[src/rtl/mips_pkg.sv]
// Shared MIPS front-end types: address type, PC sequencer states, default vectors.
package mips_pkg;

    typedef logic [31:0] addr_t;

    typedef enum logic [1:0] {
        RUN    = 2'd0,
        DELAY  = 2'd1,
        HALTED = 2'd2
    } pc_seq_state_t;

    localparam addr_t DEFAULT_RESET_VECTOR = 32'hBFC0_0000;
    localparam addr_t DEFAULT_HALT_ADDR    = 32'h0000_0000;

endpackage

[src/rtl/pc_redirect_reg.sv]
// Pending redirect target for the delay slot, with the halt compare done at load time.
module pc_redirect_reg
    import mips_pkg::*;
#(
    parameter addr_t HALT_ADDR = DEFAULT_HALT_ADDR
) (
    input  logic  clk,
    input  logic  reset,
    input  logic  load,
    input  addr_t target,
    output addr_t tgt,
    output logic  tgt_halt
);

    always_ff @(posedge clk) begin
        if (reset) begin
            tgt      <= '0;
            tgt_halt <= 1'b0;
        end else if (load) begin
            tgt      <= target;
            tgt_halt <= (target == HALT_ADDR);
        end
    end

endmodule

[src/rtl/pc_sequencer.sv]
// Fetch PC sequencer: sequential advance, one-delay-slot redirect, stall and halt.
// Optional performance counters are built when PC_SEQ_PERF_EN is defined.
module pc_sequencer
    import mips_pkg::*;
#(
    parameter addr_t RESET_VECTOR = DEFAULT_RESET_VECTOR,
    parameter addr_t HALT_ADDR    = DEFAULT_HALT_ADDR
) (
    input  logic        clk,
    input  logic        reset,
    input  logic        stall,
    input  logic        br_valid,
    input  logic        br_taken,
    input  logic [31:0] br_target,
    output logic [31:0] pc,
    output logic        fetch_en,
    output logic        delay_slot,
    output logic        active,
    output logic        seq_err,
    output logic [31:0] instr_count,
    output logic [31:0] br_count
);

    pc_seq_state_t state;
    addr_t         tgt;
    logic          tgt_halt;
    logic          advance;
    logic          taken;
    logic          accept;

    assign advance = (state != HALTED) && !stall;
    assign taken   = br_valid && br_taken;
    assign accept  = advance && (state == RUN) && taken;

    pc_redirect_reg #(.HALT_ADDR(HALT_ADDR)) u_redirect (
        .clk      (clk),
        .reset    (reset),
        .load     (accept),
        .target   ({br_target[31:2], 2'b00}),
        .tgt      (tgt),
        .tgt_halt (tgt_halt)
    );

    always_ff @(posedge clk) begin
        if (reset) begin
            state   <= RUN;
            pc      <= RESET_VECTOR;
            seq_err <= 1'b0;
        end else if (advance) begin
            case (state)
                RUN: begin
                    pc <= pc + 32'd4;
                    if (taken) begin
                        state <= DELAY;
                        if (br_target[1:0] != 2'b00)
                            seq_err <= 1'b1;
                    end
                end
                DELAY: begin
                    // A branch sitting in the delay slot cannot be honoured.
                    if (taken)
                        seq_err <= 1'b1;
                    if (tgt_halt) begin
                        state <= HALTED;
                    end else begin
                        pc    <= tgt;
                        state <= RUN;
                    end
                end
                default: ;
            endcase
        end
    end

    assign delay_slot = (state == DELAY);
    assign fetch_en   = (state != HALTED);
    assign active     = (state != HALTED);

`ifdef PC_SEQ_PERF_EN
    always_ff @(posedge clk) begin
        if (reset) begin
            instr_count <= '0;
            br_count    <= '0;
        end else begin
            if (advance)
                instr_count <= instr_count + 32'd1;
            if (accept)
                br_count <= br_count + 32'd1;
        end
    end
`else
    assign instr_count = 32'h0;
    assign br_count    = 32'h0;
`endif

endmodule

[config.mk]
export PLATFORM = sky130hd
export DESIGN_NAME = pc_sequencer
export DESIGN_NICKNAME = d
export VERILOG_FILES = /design/src/rtl/mips_pkg.sv /design/src/rtl/pc_redirect_reg.sv /design/src/rtl/pc_sequencer.sv
export SDC_FILE = /design/constraint.sdc
export NUM_CORES = 1
export LEC_CHECK = 0
export ABC_AREA = 1
export CAP_MARGIN = 20
export CORE_MARGIN = 2
export CORE_UTILIZATION = 47
export DETAILED_ROUTE_END_ITERATION = 16
export PLACE_DENSITY_LB_ADDON = 0.2
export SYNTH_ARGS = -nofsm -noshare
export SYNTH_HDL_FRONTEND = slang
export SYNTH_HIERARCHICAL = 1
export SYNTH_SLANG_ARGS = --single-unit
[constraint.sdc]
create_clock -name clk -period 2.14 [get_ports clk]
set_input_delay 0.428 -clock clk [delete_from_list [all_inputs] [get_ports clk]]
set_output_delay 0.428 -clock clk [all_outputs]
set_load 0.05 [all_outputs]
Yosys cells after proc, flatten, opt, wreduce, memory -nomap -nowiden
Index checks and enable logic that the tools add are counted.
{"block": "word_totals", "wordCells": 33, "out_inout_bits": 100, "ff_bits": 66}
{"block": "classes", "reduce_logical": 12, "n_eq_ne": 6, "muxes": 9, "addsub": 1}
{"op": "$pmux 32 s2", "count": 1}
{"op": "$add 32x3->32 const B", "count": 1}
{"op": "$logic_not 32->1", "count": 1}
{"op": "$mux 32", "count": 1}
{"op": "$ne 2x2->1 const B", "count": 3}
{"op": "$reduce_and 3->1", "count": 2}
{"op": "$reduce_and 5->1", "count": 1}
{"op": "$logic_and 1x1->1", "count": 4}
{"op": "$mux 2", "count": 2}
{"op": "$ne 2x1->1 const B", "count": 2}
{"op": "$pmux 2 s2", "count": 1}
{"op": "$reduce_bool 2->1", "count": 2}
{"op": "$mux 1", "count": 3}
{"op": "$eq 2x1->1 const B", "count": 1}
{"op": "$logic_not 2->1", "count": 1}
{"op": "$pmux 1 s2", "count": 1}
{"op": "$logic_not 1->1", "count": 1}

Logic depth before layout (Yosys ltp)
Gate-level depths: netlist of run 1.
{"block": "depth", "depth_word": 4, "depth_mapped": 10, "mapped_depth_nobuf": 10}

Cells and area by module
The synthesis of run 1 kept the hierarchy.
{"mod": "pc_sequencer", "cells_per_inst": 481, "n_inst": 1, "area_each_um2": 2922.8}
{"mod": "pc_redirect_reg", "cells_per_inst": 169, "n_inst": 1, "area_each_um2": 1301.2}

Worst setup path before layout of run 1
OpenSTA, ideal clock, no wires.
{"block": "synth_timing", "kind": "reg-to-reg", "startpoint": "reg pc[2]", "endpoint": "reg pc[18]", "arrival_time_ps": 1797, "path_stages_with_launch": 11, "period_less_slack_ps": 1914, "required_ps": 2023, "path_slack_ps": 226, "path_cell_list": "dfxtp_1 ha_1 nand3_2 inv_2 nand2_2 inv_2 nand3_1 o21ai_1 nand2_1 nand2_1 nor2_1"}
{"block": "synth_between", "elab_chain_len": 2}
{"element": "start, declared", "line": "pc_sequencer.sv:15", "rtl": "output logic [31:0] pc,"}
{"element": "start signal, assigned", "line": "pc_sequencer.sv:52", "rtl": "pc <= pc + 32'd4;"}
{"element": "start signal, assigned", "line": "pc_sequencer.sv:66", "rtl": "pc <= tgt;"}
{"element": "$add 32x3->32", "line": "pc_sequencer.sv:52"}
{"element": "$pmux 32 s2", "line": "pc_sequencer.sv:50", "rtl": "case (state)"}
Every way passes these cells.
A chain may end at the register's enable or synchronous reset.

Worst setup path in the final report of run 1
{"block": "layout_timing", "startpoint": "reg pc[11]", "endpoint": "out pc[11]"}
No word-level cell between the ends.

==> results of run 1 <==
-- metrics by stage --
stage	power (mW)	setup WS, ns	instances	util
finish	3.04	0.00808	837	0.578
global route	3.18	0.000842	837	0.578
global placement	2.15	0.221	822	0.558
floorplan	2.04	0.226	715	-
detailed placement	2.16	0.149	822	0.558
CTS	3.05	0.0147	837	0.576
-- Yosys cell counts (all sizes together) --
cell type,instances
xnor2,1
xor2,3
a21oi,48
o21a,1
clkinv,2
nand2,178
nor3,7
conb,1
clkbuf,5
a31oi,4
or2,4
buf,82
ha,1
dfxtp,68
nand3b,2
nand4,7
o22ai,1
nor2,124
o21ai,20
o221ai,1
nand3,30
inv,43
o41ai,1
a211oi,16
-- worst min-delay path, stage by stage (launching register included) --
cell and delay [ns]:
sky130_fd_sc_hd__dfxtp_1 0.31, sky130_fd_sc_hd__inv_1 0.04, sky130_fd_sc_hd__a21oi_1 0.05
-- layout make-up --
type	count	area share
multi-input cells	515	0.464
flip-flops and latches	68	0.270
repair buffers	86	0.174
inverters	45	0.0338
well taps	108	0.0268
clock buffers	10	0.0253
clock inverters	5	0.00596
-- logic make-up (layout without fill, tap and decap cells) --
logic type                 count (synthesis)  in the layout  share of synthesized area
and+or+nand+nor                          352            352                      0.355
xor gates and xnor gates                   4              4                    0.00830
adders and majority gates                  1              1                    0.00296
DFF                                       68             68                      0.322
other                                      1             66                   0.000888
AOI/OAI and AO/OA                         92             92                      0.127
buffers and inverters                    132            146                      0.184
-- layer usage --
metal  global-route usage  routed length [microns]  up-vias
met1                0.313                     4930     1889
met4               0.0759                      217        0
met5                    0                        0        -
li1                     -                        -     2100
met2                0.357                     5090      193
met3               0.0418                      786       19
-- registers in the layout, summed over array words and instances, names as in the netlist --
signal / count
seq_err: 1
pc: 32
u_redirect/tgt_halt: 1
u_redirect/tgt: 32
state: 2
-- worst min path at each step --
stage,startpoint,endpoint,slack [ns]
floorplan,u_redirect/tgt[13]$_SDFFE_PP0P_,u_redirect/tgt[13]$_SDFFE_PP0P_,0.44
global placement,seq_err$_SDFFE_PP0P_,seq_err$_SDFFE_PP0P_,0.44
detailed placement,seq_err$_SDFFE_PP0P_,seq_err$_SDFFE_PP0P_,0.44
CTS,seq_err$_SDFFE_PP0P_,seq_err$_SDFFE_PP0P_,0.45
global route,seq_err$_SDFFE_PP0P_,seq_err$_SDFFE_PP0P_,0.47
finish,seq_err$_SDFFE_PP0P_,seq_err$_SDFFE_PP0P_,0.45
-- timing repair --
action / 4_1_cts / 5_1_grt
resized for setup: 0 / 5
hold buffers: 0 / 0
endpoints found under the setup margin: 0 / 5
-- report_power, final --
part | switching [mW] | internal, mW | leakage, nW
clock | 0.497 | 0.408 | 0.0779
sequential | 0.0595 | 1.32 | 0.554
combinational | 0.551 | 0.203 | 1.46
==> load_flow_metrics.sql, run 1 <==
INSERT INTO impl_metrics (metric_group, metric, value, unit) VALUES
('clock_tree', 'post_cts.repair.setup_buffers', '0', ''),
('clock_tree', 'clk-insertion-delay-late', '0.34', 'ns'),
('sta', 'hold_ws', '0.450', 'ns'),
('floorplanning', 'rows', '34', ''),
('logic_synthesis', 'syn_avg_cell_area', '6.50', 'sq um'),
('sta', 'timing_max_transition_violations_final', '0', ''),
('power', 'power.leakage', '2.10', 'nW'),
('finish', 'layout.area.seq', '0.00136', 'sq mm'),
('logic_synthesis', 'synth_top_cell_area_share', '0.322', ''),
('hold_path', 'hold_path_class', 'reg2reg', ''),
('clock_tree', 'cts_root_buffer', 'sky130_fd_sc_hd__clkbuf_8', ''),
('worst_setup_path', 'critPathLaunchType', 'flip-flop', ''),
('floorplanning', 'num_io_pins', '137', ''),
('worst_setup_path', 'reg2reg_from', 'state[0]$_SDFFE_PP0P_', ''),
('logic_synthesis', 'synth.largest_area_cell', 'sky130_fd_sc_hd__dfxtp_1', ''),
('place', 'portBuffers', '72', ''),
('finish', 'stdcell_area', '0.00504', 'sq mm'),
('sta', 'layout_worst_path_cycle_share', '0.996', ''),
('routing', 'detailedRoute.firstPassIterationCount', '6', ''),
('sta', 'skew', '0.00465', 'ns'),
('sta', 'grt_setup_unrepaired', 'no', ''),
('worst_setup_path', 'timing.critical_path.arrival', '1.70', 'ns'),
('place', 'dp.final_hpwl', '8430', 'microns'),
('worst_setup_path', 'slack_of_the_worst_reg_to_reg_path', '0.47', 'ns'),
('floorplanning', 'start_util', '0.484', ''),
('power', 'p_per_area', '603', 'mW/mm^2'),
('logic_synthesis', 'mappedNetlistArea', '0.00422', 'sq mm'),
('grt', 'grt_max_degree', '44', ''),
('grt', 'grt_antenna_before_repair', '0', ''),
('worst_setup_path', 'critical_path_depth', '1', ''),
('finish', 'final_common_cell', 'sky130_fd_sc_hd__nand2_1', ''),
('clock_tree', 'clk_pin_slew_worst_paths', '0.07', 'ns'),
('floorplanning', 'floorplan.core_area', '0.00872', 'sq mm'),
('power', 'ir_drop', '0.371', 'mV'),
('clock_tree', 'clock_sinks', '68', ''),
('finish', 'multiInputGateArea', '0.00234', 'sq mm'),
('floorplanning', 'die-width', '98.8', 'microns'),
('sta', 'fmax', '0.469', 'GHz'),
('finish', 'areaGrowthSynthToFinish', '19.3', '%'),
('place', 'globalplace.congestion', '0.976', ''),
('flow_run', 'cap_viol_max_count', '0', ''),
('routing', 'final_antenna_net_count', '0', ''),
('worst_setup_path', 'path_class', 'reg2out', ''),
('status', 'status', 'completed', ''),
('finish', 'most-common-layout-cells', '171 x sky130_fd_sc_hd__nand2_1, 106 x sky130_fd_sc_hd__nor2_1, 68 x sky130_fd_sc_hd__dfxtp_1', ''),
('worst_setup_path', 'timing.critical_path.to', 'pc[11]', ''),
('sta', 'timing_worst_slew_pin_value', '0.512', 'ns'),
('sta', 'finalWorstPathRequiredPeriod', '2.13', 'ns'),
('logic_synthesis', 'synthesis.yosys.warnings', '6', ''),
('worst_setup_path', 'path_max_fanout', '6', ''),
('logic_synthesis', 'ys_seq_area_frac', '0.322', ''),
('hold_path', 'whs_path_depth', '2', ''),
('worst_setup_path', 'timing.reg2reg.worst_path_depth', '7', ''),
('logic_synthesis', 'synth.top_cells.by_area', 'sky130_fd_sc_hd__dfxtp_1 32%, sky130_fd_sc_hd__nand2_1 15%, sky130_fd_sc_hd__buf_4 12%, sky130_fd_sc_hd__nor2_1 9.5%, sky130_fd_sc_hd__a21oi_1 5.6%', ''),
('floorplanning', 'die_y', '98.8', 'microns'),
('logic_synthesis', 'yosys_register_bits', '68', ''),
('place', 'dpl_cell_area', '0.00487', 'sq mm'),
('grt', 'grt_pass1_wl', '17800', 'microns'),
('routing', 'avgRoutedWirePerCell', '13.2', 'microns'),
('worst_setup_path', 'cp_data_required_time', '1.71', 'ns'),
('routing', 'route.vias.total', '4201', ''),
('worst_setup_path', 'critical_path.cell_chain', 'clkdlybuf4s50_1', ''),
('routing', 'drcViolationCount', '0', ''),
('finish', 'antenna_cells', '0', ''),
('worst_setup_path', 'timing.critical_path.slowest_stage_cell', 'sky130_fd_sc_hd__clkdlybuf4s50_1', ''),
('finish', 'final_nets', '763', ''),
('routing', 'route.detailed.vias_per_inst', '5.02', ''),
('finish', 'layout-drive-gt1-share', '0.0988', ''),
('sta', 'hold_viol', '0', ''),
('sta', 'totalNegativeSetupSlack', '0', 'ns'),
('routing', 'drtIter0Drc', '258', '');
(Power assumes the default switching activity.)
==> run 2: changes to the inputs <==
--- a/config.mk
+++ b/config.mk
@@ -9,6 +9,7 @@
 export CAP_MARGIN = 20
 export CORE_MARGIN = 2
 export CORE_UTILIZATION = 47
+export CTS_CLUSTER_DIAMETER = 80
 export DETAILED_ROUTE_END_ITERATION = 16
 export PLACE_DENSITY_LB_ADDON = 0.2
 export SYNTH_ARGS = -nofsm -noshare
==> results of run 2 <==
Same layout as run 1: the final DEF is identical, and so are final timing and power.
